**src/rtl/csr_timer_pkg.sv**
```systemverilog
// Shared CSR numbers, TCFG/TICLR field positions and helpers for the timer slice.
// Latency: n/a (constants and pure functions only).
// Backpressure: n/a.
package csr_timer_pkg;

    // CSR numbers owned by the timer slice
    localparam logic [13:0] CSR_TID   = 14'h0040;
    localparam logic [13:0] CSR_TCFG  = 14'h0041;
    localparam logic [13:0] CSR_TVAL  = 14'h0042;
    localparam logic [13:0] CSR_TICLR = 14'h0044;

    // TCFG field positions; InitVal runs from CSR_TCFG_INITV_LSB up to TIMER_W-1
    localparam int CSR_TCFG_EN        = 0;
    localparam int CSR_TCFG_PERIOD    = 1;
    localparam int CSR_TCFG_INITV_LSB = 2;

    // TICLR clear-trigger bit
    localparam int CSR_TICLR_CLR = 0;

    // What TVAL does on the next edge
    typedef enum logic [1:0] {
        TV_HOLD = 2'd0,   // keep current value (disabled, idle, or frozen by write)
        TV_LOAD = 2'd1,   // load {InitVal, 2'b00}
        TV_IDLE = 2'd2,   // park at all-ones after a one-shot expiry
        TV_DEC  = 2'd3    // count down by one
    } tval_op_e;

    // Bitwise write-merge used by every writable timer CSR
    function automatic logic [31:0] masked_wr(input logic [31:0] old_val,
                                              input logic [31:0] wmask,
                                              input logic [31:0] wvalue);
        return (wmask & wvalue) | (~wmask & old_val);
    endfunction

endpackage

```
**src/rtl/csr_timer_stable_cnt64.sv**
```systemverilog
// 64-bit free-running stable counter, +1 every cycle out of reset, wraps at 2^64.
// Latency: count visible one cycle after each edge; no input path.
// Backpressure: none; only compiled when CSR_TIMER_STABLE_CNT_EN is defined.
`ifdef CSR_TIMER_STABLE_CNT_EN
module stable_cnt64 (
    input  logic        clk,
    input  logic        rst,
    output logic [63:0] cnt_o
);

    logic [63:0] cnt_q;
    logic [63:0] cnt_d;

    // next count: plain increment, natural wrap
    always_comb begin
        cnt_d = cnt_q + 64'd1;
    end

    // counter register, cleared asynchronously
    always_ff @(posedge clk or negedge rst) begin
        if (!rst) begin
            cnt_q <= '0;
        end else begin
            cnt_q <= cnt_d;
        end
    end

    assign cnt_o = cnt_q;

endmodule
`endif

```
**src/rtl/csr_timer.sv**
```systemverilog
// Constant-frequency timer CSR slice (TID/TCFG/TVAL/TICLR) plus optional stable counter (CSR_TIMER_STABLE_CNT_EN).
// Latency: reads combinational (zero cycles); writes and counting take effect on the next clk edge.
// Backpressure: none; every write strobe is accepted in the cycle it is presented.
module csr_timer #(
    parameter int          TIMER_W   = 32,
    parameter logic [31:0] TID_RESET = 32'h0
) (
    input  logic        clk,
    input  logic        rst,
    input  logic        csr_we,
    input  logic [13:0] csr_num,
    input  logic [31:0] csr_wmask,
    input  logic [31:0] csr_wvalue,
    output logic        csr_hit,
    output logic [31:0] csr_rvalue,
    output logic        timer_int,
    output logic [31:0] tid,
    output logic [63:0] stable_cnt
);

    import csr_timer_pkg::*;

    // ------------------------------------------------------------------
    // Address decode
    // ------------------------------------------------------------------
    logic sel_tid;
    logic sel_tcfg;
    logic sel_tval;
    logic sel_ticlr;

    assign sel_tid   = (csr_num == CSR_TID);
    assign sel_tcfg  = (csr_num == CSR_TCFG);
    assign sel_tval  = (csr_num == CSR_TVAL);
    assign sel_ticlr = (csr_num == CSR_TICLR);

    assign csr_hit = sel_tid | sel_tcfg | sel_tval | sel_ticlr;

    // ------------------------------------------------------------------
    // Architectural state
    // ------------------------------------------------------------------
    logic [31:0]        tid_q,  tid_d;
    logic [TIMER_W-1:0] tcfg_q, tcfg_d;
    logic [TIMER_W-1:0] tval_q, tval_d;
    logic               int_q,  int_d;

    logic     tcfg_wr;
    logic     en_q;
    logic     en_eff;
    logic     periodic_q;
    logic     tval_zero;
    logic     tval_ones;
    logic     irq_set;
    logic     irq_clr;
    tval_op_e tval_op;

    assign tcfg_wr    = csr_we & sel_tcfg;
    assign en_q       = tcfg_q[CSR_TCFG_EN];
    assign periodic_q = tcfg_q[CSR_TCFG_PERIOD];
    assign tval_zero  = (tval_q == '0);
    assign tval_ones  = &tval_q;

    // TID and TCFG next values: masked merge when addressed, otherwise hold
    always_comb begin
        tid_d  = tid_q;
        tcfg_d = tcfg_q;
        if (csr_we && sel_tid) begin
            tid_d = masked_wr(tid_q, csr_wmask, csr_wvalue);
        end
        if (tcfg_wr) begin
            tcfg_d = TIMER_W'(masked_wr(32'(tcfg_q), csr_wmask, csr_wvalue));
        end
    end

    // En as it will be after this cycle, so an enabling write sees tval==0 immediately
    assign en_eff = tcfg_d[CSR_TCFG_EN];

    // Choose the TVAL action; an enabling TCFG write beats counting, a disabling one freezes
    always_comb begin
        tval_op = TV_HOLD;
        if (tcfg_wr) begin
            if (en_eff) begin
                tval_op = TV_LOAD;
            end
        end else if (en_q) begin
            if (tval_zero) begin
                tval_op = periodic_q ? TV_LOAD : TV_IDLE;
            end else if (!tval_ones) begin
                tval_op = TV_DEC;
            end
        end
    end

    // Apply the selected TVAL action; reload always uses the post-write InitVal
    always_comb begin
        tval_d = tval_q;
        case (tval_op)
            TV_LOAD: tval_d = {tcfg_d[TIMER_W-1:CSR_TCFG_INITV_LSB], 2'b00};
            TV_IDLE: tval_d = '1;
            TV_DEC:  tval_d = tval_q - TIMER_W'(1);
            default: tval_d = tval_q;
        endcase
    end

    // Interrupt pending bit: set on an enabled zero, cleared by TICLR, set beats clear
    always_comb begin
        irq_set = en_eff & tval_zero;
        irq_clr = csr_we & sel_ticlr & csr_wmask[CSR_TICLR_CLR] & csr_wvalue[CSR_TICLR_CLR];
        int_d   = irq_set | (int_q & ~irq_clr);
    end

    // State registers, all returned to reset values asynchronously
    always_ff @(posedge clk or negedge rst) begin
        if (!rst) begin
            tid_q  <= TID_RESET;
            tcfg_q <= '0;
            tval_q <= '1;
            int_q  <= 1'b0;
        end else begin
            tid_q  <= tid_d;
            tcfg_q <= tcfg_d;
            tval_q <= tval_d;
            int_q  <= int_d;
        end
    end

    // Read mux: zero-latency, independent of csr_we; TICLR and misses read 0
    always_comb begin
        csr_rvalue = 32'h0;
        if (sel_tid) begin
            csr_rvalue = tid_q;
        end else if (sel_tcfg) begin
            csr_rvalue = 32'(tcfg_q);
        end else if (sel_tval) begin
            csr_rvalue = 32'(tval_q);
        end
    end

    assign timer_int = int_q;
    assign tid       = tid_q;

    // ------------------------------------------------------------------
    // Optional stable counter for rdcntvl.w / rdcntvh.w
    // ------------------------------------------------------------------
`ifdef CSR_TIMER_STABLE_CNT_EN
    stable_cnt64 u_stable_cnt64 (
        .clk   (clk),
        .rst   (rst),
        .cnt_o (stable_cnt)
    );
`else
    assign stable_cnt = 64'h0;
`endif

endmodule

```
**config.mk**
```make
export PLATFORM = sky130hd
export DESIGN_NAME = csr_timer
export DESIGN_NICKNAME = d
export VERILOG_FILES = /design/src/rtl/csr_timer_pkg.sv /design/src/rtl/csr_timer_stable_cnt64.sv /design/src/rtl/csr_timer.sv
export SDC_FILE = /design/constraint.sdc
export NUM_CORES = 1
export LEC_CHECK = 0
export ABC_AREA = 1
export BUFFER_PORTS_ARGS = -buffer_cell sky130_fd_sc_hd__buf_4
export CORE_UTILIZATION = 40
export CTS_BUF_LIST = sky130_fd_sc_hd__clkbuf_16
export CTS_CLUSTER_DIAMETER = 60
export CTS_CLUSTER_SIZE = 25
export DETAILED_ROUTE_END_ITERATION = 10
export GPL_TIMING_DRIVEN = 0
export HOLD_SLACK_MARGIN = 0.03
export PLACE_DENSITY = 0.68
export SETUP_SLACK_MARGIN = 0.1
export SLEW_MARGIN = 20
export SYNTH_ARGS = -nofsm -noshare
export SYNTH_HDL_FRONTEND = slang
export SYNTH_HIERARCHICAL = 1
export SYNTH_SLANG_ARGS = --single-unit
```
**constraint.sdc**
```tcl
create_clock -name clk -period 1.65 [get_ports clk]
set_input_delay 0 -clock clk [delete_from_list [all_inputs] [get_ports clk]]
set_output_delay 0 -clock clk [all_outputs]
set_load 0.01 [all_outputs]
```
==> flow_summary_export.csv <==
group,metric,value,unit
timing,worst-slew-pin-transition,0.947,ns
route,antenna_left,0,
route,drc,0,
layout,multi_input_area,0.00392,sq mm
power_and_ir_drop,ir_drop,0.487,mV
layout,layoutNonFillerInstCount,1548,
route,avgRoutedWirePerCell,13.8,um
synth,synth_cells,991,
global_route,grt_pass1_wl,33300,um
critical_path,cpMaxStageDelayCell,"dfstp_2",
synth,yosysSeqAreaShare,0.360,
synth,netlist_area,0.00686,sq mm
layout,fill_cells,1530,
clocking,root_buffer,"clkbuf_16",
place,dp_hpwl,14300,um
status,status,"finished with violations",
power_and_ir_drop,power_switching,1420,uW
timing,final.min_clock_period,1.92,ns
critical_path,critPathLaunchType,"flop",
timing,max_freq,0.522,GHz
place,dp_cells,1420,
status,violations,"negative setup slack",
timing,fin_hold_ws,0.0589,ns
floorplanning,io_pins,211,
critical_path,crit_path_end_kind,"flop",
critical_path,cp_num_buf_inv,2,
place,place_congestion,0.864,
synth,ys_types,31,
synth,ys_seq_elements,97,
clocking,cts_tree,"yes",
global_route,overflow,0,
synth,syn_avg_cell_area,6.92,sq um
route,initialDrtViolationCount,350,
floorplanning,start_util,0.412,
global_route,antenna_found_initial,0,
synth,synth_xor_area_frac,0.0370,
synth,synthMostInstantiatedCell,"nand2_1",
synth,synth_fa_ha_area_frac,0.00547,
critical_path,crit_type,"reg2reg",
layout,syn2layout_area_growth,50.5,%
timing,fin_crit_sh,1.16,
place,io_buffer_count,146,
timing,hold_violations,0,
floorplanning,rows,47,
power_and_ir_drop,power,5330,uW
critical_path,crit_chain,"ha_4 -> nand3_2 -> nor2_1 -> nand2_1 -> nor2_4 -> nor2_4 -> nand2_4 -> nand3_4 -> clkinv_8 -> clkbuf_16 -> nand2_1 -> nand2_1",
critical_path,cp_common_cell,"nand2_1",
timing,worst_slack,-0.266,ns
synth,synth_top_area_cell,"dfrtp_1",
timing,setup_viol,32,
route,routed_wirelength,21300,um
critical_path,crit_required,1.95,ns
global_route,grt_use_total,0.235,
power_and_ir_drop,pwr-share-comb,0.180,
layout,drive_above_1_share,0.349,
critical_path,cp_top_family,"simple AND/OR/NAND/NOR gates",
floorplanning,die_w,133,um
route,num_vias,7253,
clocking,cts_max_path_buffers,2,
global_route,grt_max_degree,98,
synth,yosys_warnings,6,
synth,async_flop_share,1.00,
clocking,worstSkewPairLatency,0.35,ns
clocking,clk_pin_slew,0.07,ns
timing,fin_skew,0.00876,ns
timing,rsz0062_at_grt,"true",
critical_path,arrival,2.21,ns
synth,synthTopCellsByArea,"dfrtp_1, nand2_1, dfstp_2",
synth,synthMuxAreaShare,0.0493,
floorplanning,die_h,133,um
power_and_ir_drop,seqPwrFrac,0.464,
worst_hold_path,min_path_type,"in2reg",
power_and_ir_drop,power.internal,3910,uW
power_and_ir_drop,clock_power_share,0.356,
timing,slew_viol_final,0,
layout,seq_area,0.00247,sq mm
critical_path,path_max_fanout,6,
synth,yosysTopAreaCellShare,0.237,
synth,yosys.area_share.simple,0.293,
clocking,clock-sinks,97,
synth,synth_edf_count,0,
timing,max_slew_margin,0.369,
synth,synth_top_family_by_area,"simple AND/OR/NAND/NOR gates",
power_and_ir_drop,swShare,0.267,
route,drt_first_pass_iters,5,
layout,finalNetCount,1407,
place,place_area,0.00851,sq mm
layout,n_antenna_cell,0,
floorplanning,die_area,0.0177,sq mm
floorplanning,core_area,0.0166,sq mm
clocking,h-tree-depth,3,
critical_path,cpPeakStageDelay,0.60,ns
route,drt-vias-per-instance,4.69,
layout,fin_area,0.0103,sq mm
synth,synth_compound_area_frac,0.102,
synth,synth_ff_type,"dfrtp_1",
power_and_ir_drop,p_leak,0.00565,uW
synth,yosys-top-cells-count,"nand2_1, nor2_1, inv_1, o21ai_0, nand3_1",
power_and_ir_drop,powerDensity,517,mW/mm^2
clocking,cts_made_buffers,9,
global_route,grt_pass1_vias,6769,
job,maxCapViolCount,0,
==> timing repair <==
item,in CTS,in global routing
resized for setup,75,121
pin swaps,12,43
setup endpoints to repair,64,66
hold endpoints to repair,129,0
hold buffers,68,0
setup buffers,21,16
gates cloned,2,5
==> layer usage <==
layer  routed length [um]  up-vias  global-route usage  part of all wire
met3                 1020       20              0.0276             0.048
met1                 9680     3348               0.313              0.45
met5                    0        -                   0                 0
met4                  302        0              0.0645             0.014
met2                10300      196               0.402              0.48
li1                     -     3689                   -                 -
==> worst paths after layout <==
| path | from | slack [ns] | endpoint | depth (start not counted) |
|---|---|---|---|---|
| worst max register to register | tval_q[0]$_DFFE_PN1P_ | -0.27 | tval_q[18]$_DFFE_PN1P_ | 12 |
| max in group asynchronous | rst | 0.68 | tcfg_q[16]$_DFF_PN0_ | 2 |
| min in group asynchronous | rst | 0.28 | async pin | 2 |
| worst max-delay path | tval_q[0]$_DFFE_PN1P_ | -0.27 | tval_q[18]$_DFFE_PN1P_ | 12 |
| worst min-delay path | csr_wmask[2] | 0.06 | tcfg_q[2]$_DFF_PN0_ | 5 |
| worst min register to register | tval_q[27]$_DFFE_PN1P_ | 0.50 | tval_q[27]$_DFFE_PN1P_ | 2 |
==> worst register-to-register path, stage by stage, from the launching register on <==
cell and delay [ns]:
dfstp_2 0.60, ha_4 0.15, nand3_2 0.07, nor2_1 0.09, nand2_1 0.11, nor2_4 0.11
nor2_4 0.06, nand2_4 0.13, nand3_4 0.16, clkinv_8 0.13, clkbuf_16 0.15, nand2_1 0.05
nand2_1 0.05
==> logic make-up after synthesis <==
kind of cell	Yosys count
simple gates	497
other cells	1
flops	97
mux	30
buf+inv	203
fa+ha+maj	3
xor+xnor	29
compound gates	131
==> per-stage QoR <==
stage,setup slack (ns),utilization,setup TNS (ns)
after detailed placement,-0.302,0.511,-14.14
after CTS,-0.213,0.592,-6.36
final,-0.266,0.620,-7.84
after global routing,-0.376,0.620,-11.23
after floorplan,0.0542,-,0
after global placement,-0.311,0.511,-12.32
==> power by group through the flow <==
stage / Combinational [uW] / Clock [uW] / Sequential, uW
floorplan: 452 / 0 / 2510
global placement: 734 / 0 / 2520
detailed placement: 737 / 0 / 2520
CTS: 907 / 1950 / 2470
global route: 1070 / 2020 / 2480
finish: 960 / 1900 / 2480
==> final cells by class <==
cell class,count,area share
buffer,103,0.0805
clock buffer,9,0.0218
clock inverter,7,0.00279
inverter,100,0.0381
multi-input combinational,754,0.380
sequential,97,0.239
tap,220,0.0267
timing repair buffer,258,0.211
==> cells in the final DEF (no fill, tap or decap), types with 2 or more instances in the layout <==
cell type and instances:
a31oi_1 28, a31oi_2 4, buf_2 11, buf_4 252, buf_6 16, buf_8 5, clkbuf_1 3, clkbuf_16 13
clkbuf_4 2, clkinv_1 5, clkinv_2 2, conb_1 64, dfrtp_1 65, dfstp_2 32, dlygate4sd3_1 68, ha_2 2
inv_1 93, inv_2 4, inv_4 2, mux2_2 30, nand2_1 233, nand2_2 32, nand2_4 3, nand3_1 69
nand3_2 9, nor2_1 115, nor2_2 21, nor2_4 9, o21ai_0 74, o21ai_1 14, o21ai_2 9, xnor2_1 9
xor2_1 20
Note: power is estimated with default switching activity, not from simulation.
